<file path="config.mk">
export PLATFORM = sky130hd
export DESIGN_NAME = ofdm_symbol_framer
export DESIGN_NICKNAME = d
export VERILOG_FILES = /design/src/rtl/ofdm_symbol_framer.sv
export SDC_FILE = /design/constraint.sdc
export NUM_CORES = 1
export LEC_CHECK = 0
export CAP_MARGIN = 25
export CORE_ASPECT_RATIO = 1.2
export CORE_UTILIZATION = 55
export DETAILED_ROUTE_END_ITERATION = 10
export GPL_TIMING_DRIVEN = 0
export PLACE_DENSITY = 0.77
export SYNTH_ARGS = -nofsm -noshare
export SYNTH_HDL_FRONTEND = slang
export SYNTH_SLANG_ARGS = --single-unit
</file>
<file path="constraint.sdc">
create_clock -name clk -period 6.5 [get_ports clk]
set_input_delay 1.3 -clock clk [delete_from_list [all_inputs] [get_ports clk]]
set_output_delay 1.3 -clock clk [all_outputs]
set_load 0.05 [all_outputs]
</file>
<file path="src/rtl/ofdm_symbol_framer.sv">
// OFDM symbol framer: on a timing trigger, skips an offset, then cuts the
// sample stream into num_frames frames of frame_len samples (tlast on each
// frame end), discarding gap_len cyclic-prefix samples between frames.
// Datapath is pure gating; control state is registered.
module ofdm_symbol_framer #(
   parameter int SR_BASE            = 16,
   parameter int DEFAULT_FRAME_LEN  = 64,
   parameter int DEFAULT_GAP_LEN    = 16,
   parameter int DEFAULT_OFFSET     = 0,
   parameter int DEFAULT_NUM_FRAMES = 1
) (
   input  logic        clk,
   input  logic        reset,
   input  logic        set_stb,
   input  logic [7:0]  set_addr,
   input  logic [31:0] set_data,
   input  logic [31:0] i_tdata,
   input  logic        i_tlast,
   input  logic        i_tvalid,
   output logic        i_tready,
   input  logic        i_trigger,
   output logic [31:0] o_tdata,
   output logic        o_tlast,
   output logic        o_tvalid,
   input  logic        o_tready,
   output logic [15:0] o_frame_idx,
   output logic        busy
);

   localparam logic [7:0] ADDR_FLEN = 8'(SR_BASE);
   localparam logic [7:0] ADDR_GAP  = 8'(SR_BASE + 1);
   localparam logic [7:0] ADDR_OFF  = 8'(SR_BASE + 2);
   localparam logic [7:0] ADDR_NUM  = 8'(SR_BASE + 3);

   typedef enum logic [1:0] {S_IDLE, S_OFFSET, S_FRAME, S_GAP} state_t;

   state_t      state_q;
   logic [15:0] cfg_flen_q, cfg_gap_q, cfg_off_q, cfg_num_q;
   logic [15:0] sh_flen_q, sh_gap_q, sh_off_q, sh_num_q;
   logic [15:0] cnt_q, fidx_q;
   logic [15:0] cnt_d, fidx_d;
   logic [15:0] cfg_flen_eff;
   logic        trig_hit, direct, pass, beat;
   logic        frame_end, last_frame;
   logic        unused_bits;

   // Input tlast and the upper settings half carry no meaning here.
   assign unused_bits = ^{i_tlast, set_data[31:16]};

   // A zero frame length behaves as a single-sample frame.
   assign cfg_flen_eff = (cfg_flen_q == 16'd0) ? 16'd1 : cfg_flen_q;

   // With zero offset the trigger beat itself is frame sample 0, so it is
   // routed through the pass-through path while still in IDLE.
   assign trig_hit = (state_q == S_IDLE) && i_tvalid && i_trigger && (cfg_num_q != 16'd0);
   assign direct   = trig_hit && (cfg_off_q == 16'd0);
   assign pass     = (state_q == S_FRAME) || direct;

   assign o_tdata     = i_tdata;
   assign o_tvalid    = pass && i_tvalid;
   assign i_tready    = pass ? o_tready : 1'b1;
   assign beat        = i_tvalid && i_tready;
   assign o_frame_idx = fidx_q;
   assign busy        = (state_q != S_IDLE);

   assign frame_end  = (cnt_q == sh_flen_q - 16'd1);
   assign last_frame = (fidx_q == sh_num_q - 16'd1);
   assign o_tlast    = ((state_q == S_FRAME) && frame_end) ||
                       (direct && (cfg_flen_eff == 16'd1));

   assign cnt_d  = cnt_q + 16'd1;
   assign fidx_d = fidx_q + 16'd1;

   // Settings registers, written from the settings bus.
   always_ff @(posedge clk or posedge reset) begin
      if (reset) begin
         cfg_flen_q <= 16'(DEFAULT_FRAME_LEN);
         cfg_gap_q  <= 16'(DEFAULT_GAP_LEN);
         cfg_off_q  <= 16'(DEFAULT_OFFSET);
         cfg_num_q  <= 16'(DEFAULT_NUM_FRAMES);
      end else if (set_stb) begin
         if (set_addr == ADDR_FLEN) cfg_flen_q <= set_data[15:0];
         if (set_addr == ADDR_GAP)  cfg_gap_q  <= set_data[15:0];
         if (set_addr == ADDR_OFF)  cfg_off_q  <= set_data[15:0];
         if (set_addr == ADDR_NUM)  cfg_num_q  <= set_data[15:0];
      end
   end

   // Framing FSM: shadows latched on trigger, counters advance on accepted beats.
   always_ff @(posedge clk or posedge reset) begin
      if (reset) begin
         state_q   <= S_IDLE;
         cnt_q     <= 16'd0;
         fidx_q    <= 16'd0;
         sh_flen_q <= 16'(DEFAULT_FRAME_LEN);
         sh_gap_q  <= 16'(DEFAULT_GAP_LEN);
         sh_off_q  <= 16'(DEFAULT_OFFSET);
         sh_num_q  <= 16'(DEFAULT_NUM_FRAMES);
      end else begin
         case (state_q)
            S_IDLE: begin
               if (beat && i_trigger && (cfg_num_q != 16'd0)) begin
                  sh_flen_q <= cfg_flen_eff;
                  sh_gap_q  <= cfg_gap_q;
                  sh_off_q  <= cfg_off_q;
                  sh_num_q  <= cfg_num_q;
                  fidx_q    <= 16'd0;
                  cnt_q     <= 16'd0;
                  if (cfg_off_q == 16'd0) begin
                     if (cfg_flen_eff != 16'd1) begin
                        state_q <= S_FRAME;
                        cnt_q   <= 16'd1;
                     end else if (cfg_num_q == 16'd1) begin
                        state_q <= S_IDLE;
                     end else if (cfg_gap_q == 16'd0) begin
                        state_q <= S_FRAME;
                        fidx_q  <= 16'd1;
                     end else begin
                        state_q <= S_GAP;
                     end
                  end else if (cfg_off_q == 16'd1) begin
                     state_q <= S_FRAME;
                  end else begin
                     state_q <= S_OFFSET;
                     cnt_q   <= 16'd1;
                  end
               end
            end
            S_OFFSET: begin
               if (beat) begin
                  if (cnt_q == sh_off_q - 16'd1) begin
                     state_q <= S_FRAME;
                     cnt_q   <= 16'd0;
                  end else begin
                     cnt_q <= cnt_d;
                  end
               end
            end
            S_FRAME: begin
               if (beat) begin
                  if (frame_end) begin
                     cnt_q <= 16'd0;
                     if (last_frame) begin
                        state_q <= S_IDLE;
                        fidx_q  <= 16'd0;
                     end else if (sh_gap_q == 16'd0) begin
                        fidx_q <= fidx_d;
                     end else begin
                        state_q <= S_GAP;
                     end
                  end else begin
                     cnt_q <= cnt_d;
                  end
               end
            end
            default: begin
               if (beat) begin
                  if (cnt_q == sh_gap_q - 16'd1) begin
                     state_q <= S_FRAME;
                     cnt_q   <= 16'd0;
                     fidx_q  <= fidx_d;
                  end else begin
                     cnt_q <= cnt_d;
                  end
               end
            end
         endcase
      end
   end

endmodule

</file>
==> metrics.txt, run 1 <==
status finished, final reports clean; htree depth 4; post-cts sizing count 0; register area share after synthesis 42.4%; Period Utilization, post-route 89.3%; routed length per instance 19.5 um; most common flop cell mapped by yosys dfrtp_1; Post-synth EDFFs 0; Critical Setup Path Class reg -> out; DR vias/cell 6.05; Mean Syn Cell Area 10.3 sq um; Clock transition at path regs 60 ps; syn nets 1020; Port Buf Inserts 81; post-route design area 11300 sq um; placed cell area 10700 sq um; top post-synthesis cells by count dfrtp_1, mux2_2, nor2_1; Max-Slew Margin vs Limit 48.8%; wirelength, routed 24.7 mm; largest net degree at the start of global routing 133; Detailed Routing Iterations Pass 1 4; Max Fanout on Critical Path 8; setup TNS 0 ps; grt ovf 0; CTS Buf Count 17; clock network power share 25.5%; CP Capture Type output port; CTS Sinks 162; static leakage 5.00 nW; Residual DRC 0; switching share of power 39.2%; Worst Hold Class reg -> reg; internal power 2.38 mW; number of endpoints failing setup at the final stage 0; clock buffer depth 2; Distinct cells, synth 76; Die Ht 147 um; min cycle time layout 5800 ps; fin nets 1121; final worst setup slack 698 ps; Mapped Area 9590 sq um; launching element type of the critical path flip-flop; # hold bufs at CTS 0; Gate Count Post-Synth 935; starting utilization of the core area 56.5%; critical path data arrival time 4500 ps; Area contributors post-synth dfrtp_1, mux2_2, xnor2_1, xor2_1, buf_4; Slew Viols, Final 0; power per standard cell area 347 nW/um^2; CTS root buf clkbuf_16; share of cells above drive strength 1 21.6%; All-Layer GR Usage 29.1%; DR iter-0 viols 613; synthesis-to-layout area growth 17.8%; row count 52; first-pass GRT wire length 39.6 mm; Reg power frac 33.2%; Comb power frac 41.3%; unrepaired setup endpoints after global routing false; Psw 1.54 mW; pre-CTS WS 1190 ps; initial antenna violation count 0; die area 18000 sq um; top cell type's share of synthesized area 40.7%; IO Pins 131; Yosys reg bits 162; Antenna diodes 0; most common cell in the netlist dfrtp_1; detailed-route via count 7651; CTS tree built; core box area 17000 sq um; Max Clk Rate 172 MHz; biggest area consumer among synthesized cells dfrtp_1; vias in the first global route 7254; Setup Fix Bufs, Post-CTS 0; DP Wirelength 18.4 mm; Slew @ Worst Pin 761 ps; Antenna Nets Post-Route 0; GP Congestion 0.944; yosys warns 0; Final Hold Violating Endpoints 0; Max Cap Violations 0; worst skew pair latency 430 ps; final setup skew 7.91 ps; worst ir drop on vdd 0.000260 V; Crit path required time 5200 ps; Final Power 3.92 mW; ys async rst share 100%; post-route core utilization 66.5%; die width 123 um
worst max-delay path, stage by stage, from the launching register on:
cell,delay [ps]
dfrtp_1,440
inv_1,100
ha_1,300
or3b_2,520
nor4_1,370
xnor2_1,170
o211ai_1,100
or4_1,510
or3_1,450
o22ai_1,260
clkdlybuf4s50_1,850
logic make-up after synthesis:
group / Yosys count / share of synthesized area, %
compound gates: 143 / 9.88
xor+xnor: 81 / 7.40
fa+ha+maj: 6 / 0.783
buf+inv: 106 / 5.57
flops: 162 / 42.4
mux: 134 / 15.6
simple gates: 303 / 18.4
power groups by stage:
stage	sequential, mW	combinational (mW)	clock [mW]
CTS	1.29	1.61	1.00
global route	1.32	1.78	1.05
detailed placement	1.31	1.60	0
finish	1.30	1.62	0.997
global placement	1.31	1.58	0
floorplan	1.30	1.21	0
cell usage in the layout, fill, tap and decap left out, types with 8 or more instances in the layout:
master / n
dfrtp_1: 156
mux2_2: 121
clkdlybuf4s50_1: 81
nor2_1: 53
xnor2_1: 50
nand2_1: 48
o21ai_0: 41
buf_4: 32
xor2_1: 31
clkbuf_1: 30
inv_1: 29
a21oi_1: 29
nand3_1: 29
nor4_1: 25
nor3_1: 22
or3_1: 17
clkbuf_16: 17
nand4_1: 15
o31ai_1: 13
mux2i_1: 13
or4_1: 12
nor2b_1: 10
nand2b_1: 10
nor3b_1: 9
a31oi_1: 9
o211ai_1: 8
and3_1: 8
registers in the layout, indices dropped and copies added (netlist names):
name and count:
cfg_flen_q 16, cfg_gap_q 16, cfg_num_q 16, cfg_off_q 16
cnt_q 16, o_frame_idx 16, sh_flen_q 16, sh_gap_q 16
sh_num_q 16, sh_off_q 16, state_q 2
routing by layer:
| metal | vias up | routed length (um) | track usage (%) |
|---|---|---|---|
| li1 | 3586 | - | - |
| met1 | 3774 | 10800 | 40.4 |
| met5 | - | 0 | 0 |
| met4 | 0 | 501 | 10.4 |
| met3 | 34 | 1340 | 3.83 |
| met2 | 257 | 12000 | 46.4 |
metrics by stage:
| stage | cells | hold slack (ps) |
|---|---|---|
| global placement | 1232 | 484 |
| CTS | 1265 | 507 |
| floorplan | 935 | 466 |
| detailed placement | 1233 | 492 |
| finish | 1265 | 507 |
| global route | 1265 | 524 |
final cells by class:
class | count | area (sq um)
sequential | 162 | 4060
inverter | 31 | 124
clock buffer | 20 | 467
fill | 1320 | 5690
tap | 216 | 270
multi-input combinational | 667 | 4990
buffer | 75 | 418
timing repair buffer | 82 | 838
clock inverter | 12 | 123
path summary, 6_finish.rpt:
kind	start	endpoint	slack, ps	cells past startpoint
worst max-delay path	sh_flen_q[0]$_DFFE_PP0P_	o_tlast	700	10
worst min-delay path	cfg_flen_q[0]$_DFFE_PP0P_	cfg_flen_q[0]$_DFFE_PP0P_	510	1
worst max register to register	sh_flen_q[0]$_DFFE_PP0P_	o_frame_idx[2]$_DFFE_PP0P_	2330	12
worst min register to register	cfg_flen_q[0]$_DFFE_PP0P_	cfg_flen_q[0]$_DFFE_PP0P_	510	1
max in group asynchronous	reset	cfg_flen_q[11]$_DFFE_PP0P_	4400	3
min in group asynchronous	reset	sh_num_q[14]$_DFFE_PP0P_	1220	2
(Power assumes the default switching activity.)
==> inputs of run 2 (changes only) <==
Settings changed: DONT_BUFFER_PORTS set to 1, PLACE_DENSITY 0.77 to 0.67.
Clock period 6.5 ns to 6.6 ns, I/O delays scaled along.
==> metrics.txt, run 2 (same netlist as run 1, synthesis figures left out) <==
Die Ht 147 um; Critical Setup Path Class reg -> out; Clock transition at path regs 70 ps; FILL cells 1460; core box area 17000 sq um; most common cell after layout, fill and taps aside dfrtp_1; worst-path cell with the longest stage delay o22ai_1; # hold bufs at CTS 0; All-Layer GR Usage 29.2%; worst ir drop on vdd 0.000207 V; Residual DRC 0; Max Clk Rate 179 MHz; GP Congestion 0.957; CTS tree built; Hold Path Depth 1; setup TNS 0 ps; CTS Buf Count 17; Detailed Routing Iterations Pass 1 5; internal power 2.24 mW; launching element type of the critical path flip-flop; Reg power frac 35.1%; Slew Viols, Final 0; Crit path required time 5280 ps; wirelength, routed 24.7 mm; share of cells above drive strength 1 23.3%; Post-Route M1 WL 10.7 mm; htree depth 4; row count 52; worst reg2reg startpoint sh_flen_q[0]$_DFFE_PP0P_; buffer and inverter count on the worst path 1; Period Utilization, post-route 84.8%; synthesis-to-layout area growth 9.24%; final setup skew 14.5 ps; worst-path cell chain inv_1 -> ha_1 -> or3b_2 -> nor4_1 -> xnor2_1 -> o211ai_1 -> or4_1 -> or3_1 -> o22ai_1; starting utilization of the core area 56.5%; Met2 Routed Length 11.5 mm; fin nets 1040; DR vias/cell 6.22; static leakage 4.67 nW; worst reg-to-reg setup slack 2330 ps; Port Buf Inserts 0; routed length per instance 20.9 um; CP top delay family simple AND/OR/NAND/NOR gates; die area 18000 sq um; Psw 1.54 mW; IO Pins 131; power per standard cell area 361 nW/um^2; Hold EP cfg_flen_q[0]$_DFFE_PP0P_; Worst Hold Class reg -> reg; post-cts sizing count 0; largest net degree at the start of global routing 94; placed cell area 9890 sq um; Max-Slew Margin vs Limit 29.5%; most frequent cells in the layout dfrtp_1, mux2_2, nor2_1, xnor2_1, nand2_1; CP Capture Type output port; Max Cap Violations 0; status finished, final reports clean; Comb power frac 39.3%; CTS root buf clkbuf_16; worst skew pair latency 440 ps; Antenna Nets Post-Route 0; detailed-route via count 7361; Slew @ Worst Pin 1070 ps; CTS Sinks 162; vias in the first global route 7114; post-route design area 10500 sq um; unrepaired setup endpoints after global routing false; Hold Startpoint cfg_flen_q[0]$_DFFE_PP0P_; FF-to-FF End o_frame_idx[8]$_DFFE_PP0P_; switching share of power 40.8%; Max Used Layer met4; DR WL met3 1.67 mm; DP Wirelength 18.4 mm; Final Hold Violating Endpoints 0; number of endpoints failing setup at the final stage 0; Reg2Reg Depth 12; critical path data arrival time 4280 ps; clock buffer depth 2; first-pass GRT wire length 39.5 mm; die width 123 um; crit-path max cell delay 830 ps; Setup Fix Bufs, Post-CTS 0; Max Fanout on Critical Path 8; grt ovf 0; min cycle time layout 5600 ps; initial antenna violation count 0; DR iter-0 viols 475; clock network power share 25.6%; Antenna diodes 0
-- run 2: power by group through the flow --
stage	Combinational (mW)	Sequential (mW)	Clock, mW
after global placement	1.45	1.34	0
after global routing	1.65	1.35	1.01
after floorplan	1.19	1.28	0
after detailed placement	1.46	1.34	0
final	1.48	1.33	0.966
after CTS	1.47	1.32	0.975
-- run 2: worst max-delay path by stage --
stage | startpoint | to | slack (ps) | cells past startpoint
5_1_grt | sh_flen_q[0]$_DFFE_PP0P_ | o_tlast | 810 | 9
3_3_place_gp | reset | state_q[0]$_DFFE_PP0P_ | -890 | 1
4_1_cts | sh_flen_q[0]$_DFFE_PP0P_ | o_tlast | 1000 | 9
6_report | sh_flen_q[0]$_DFFE_PP0P_ | o_tlast | 1000 | 9
3_5_place_dp | sh_flen_q[0]$_DFFE_PP0P_ | o_tlast | 1470 | 9
2_1_floorplan | reset | cfg_flen_q[0]$_DFFE_PP0P_ | 910 | 1
-- run 2: metrics by stage --
stage	power (mW)	std cells	setup slack (ps)	utilization (%)	hold slack, ps
after global routing	4.01	1184	813	61.7	527
after CTS	3.77	1184	998	61.7	511
after detailed placement	2.80	1152	1470	58.3	495
after floorplan	2.47	935	913	-	466
after global placement	2.79	1151	-889	58.1	493
final	3.78	1184	1000	61.7	506
-- run 2: layout make-up --
cell class | instances | area, sq um | area share [%]
sequential | 162 | 4060 | 38.8
timing repair buffer | 1 | 27.5 | 0.263
clock buffer | 19 | 443 | 4.23
buffer | 75 | 418 | 3.99
tap | 216 | 270 | 2.58
inverter | 31 | 124 | 1.18
multi-input combinational | 667 | 4990 | 47.7
clock inverter | 13 | 138 | 1.31
-- run 2: metal layers --
metal / up-vias / track usage (%)
li1: 3419 / -
met1: 3621 / 39.5
met2: 267 / 44.9
met3: 54 / 6.41
met4: 0 / 12.1
met5: - / 0
==> inputs of run 3 (changes only) <==
Clock period 6.6 ns to 5.2 ns, I/O delays scaled along.
==> metrics.txt, run 3 (same netlist as run 1, synthesis figures left out) <==
status finished, final reports clean; CTS Buf Count 17; Die Ht 147 um; wirelength, routed 24.8 mm; static leakage 4.72 nW; largest net degree at the start of global routing 43; CTS root buf clkbuf_16; Final Hold Violating Endpoints 0; fin nets 1043; die width 123 um; detailed-route via count 7354; Hold Startpoint cfg_flen_q[0]$_DFFE_PP0P_; All-Layer GR Usage 29.2%; worst skew pair latency 430 ps; Residual DRC 0; Worst Hold Class reg -> reg; starting utilization of the core area 56.5%; GP Congestion 0.931; critical path data arrival time 3890 ps; grt ovf 0; Max Fanout on Critical Path 8; DP Wirelength 18.9 mm; Clock transition at path regs 60 ps; min cycle time layout 4930 ps; launching element type of the critical path flip-flop; Max Clk Rate 203 MHz; synthesis-to-layout area growth 10.2%; most common cell after layout, fill and taps aside dfrtp_1; row count 52; Period Utilization, post-route 94.8%; initial antenna violation count 0; post-route core utilization 62.2%; unrepaired setup endpoints after global routing false; Slew @ Worst Pin 836 ps; clock buffer depth 2; Antenna diodes 0; Reg area 4060 sq um; multi-input logic area 5000 sq um; first-pass GRT wire length 39.3 mm; Max-Slew Margin vs Limit 43.5%; CTS tree built; number of endpoints failing setup at the final stage 0; DR vias/cell 6.20; CTS Sinks 162; FILL cells 1429; worst reg2reg startpoint sh_flen_q[0]$_DFFE_PP0P_; routed length per instance 20.9 um; Slew Viols, Final 0; share of cells above drive strength 1 23.8%; Crit path required time 4160 ps; Critical Setup Path Class reg -> out; final worst setup slack 269 ps; worst ir drop on vdd 0.000315 V; final setup skew 14.2 ps; pre-CTS WS 434 ps; CP Capture Type output port; die area 18000 sq um; crit path launch sh_flen_q[0]$_DFFE_PP0P_; vias in the first global route 7023; core box area 17000 sq um; Max Cap Violations 0; setup TNS 0 ps; Port Buf Inserts 0; Antenna Nets Post-Route 0; Non-Filler Instances 1187; Detailed Routing Iterations Pass 1 7; most frequent cells in the layout dfrtp_1, mux2_2, nor2_1, xnor2_1, nand2_1; htree depth 4; IO Pins 131; DR iter-0 viols 403; power per standard cell area 462 nW/um^2; Inst Count DP 1155
==> run 3: through the flow <==
step                hold slack (ps)  area [sq um]  total power [mW]
CTS                             520         10600              4.88
global route                    542         10600              5.16
global placement                489          9860              3.55
floorplan                       466          9590              3.14
detailed placement              506          9940              3.57
finish                          518         10600              4.88
==> run 3: where the power goes <==
part           internal (mW)  total (mW)  switching [mW]
clock network          0.707        1.30           0.595
registers               1.41        1.68           0.271
logic                  0.781        1.90            1.12
total                   2.90        4.88            1.98
==> run 3: repair_timing <==
action                                  in CTS  in global routing
hold buffers                                 0                  0
resized for setup                            1                  0
hold endpoints to repair                     0                  0
endpoints found under the setup margin       1                  0
buffers inserted                             0                  0
==> run 3: worst paths after layout <==
kind / to / slack [ps] / depth (start not counted)
worst max-delay path: o_tlast / 270 / 9
worst min-delay path: cfg_flen_q[0]$_DFFE_PP0P_ / 520 / 1
worst max register to register: o_frame_idx[8]$_DFFE_PP0P_ / 960 / 12
worst min register to register: cfg_flen_q[0]$_DFFE_PP0P_ / 520 / 1
max in group asynchronous: cfg_gap_q[4]$_DFFE_PP1P_ / 3760 / 3
min in group asynchronous: cfg_num_q[11]$_DFFE_PP0P_ / 550 / 1
==> run 3: critical path, cell delays in order, from the launching register on <==
cell and delay (ps):
dfrtp_1 470, inv_1 110, ha_1 300, or3b_2 530, nor4_1 310, xnor2_1 160
o211ai_1 100, or4_1 530, or3_1 460, o22ai_2 520
==> run 3: area by class of cell <==
class / count / share of cell area, %
Multi-Input combinational cell: 667 / 47.3
Inverter: 31 / 1.14
Sequential cell: 162 / 38.4
Clock buffer: 18 / 4.15
Buffer: 75 / 3.95
Timing Repair Buffer: 4 / 0.758
Clock inverter: 14 / 1.73
Tap cell: 216 / 2.56
==> run 3: metal layers <==
| metal | track usage [%] | part of all wire [%] |
|---|---|---|
| met1 | 39.5 | 44 |
| met2 | 46.5 | 49 |
| met3 | 5.51 | 5.0 |
| met4 | 10.5 | 2.6 |
| met5 | 0 | 0 |
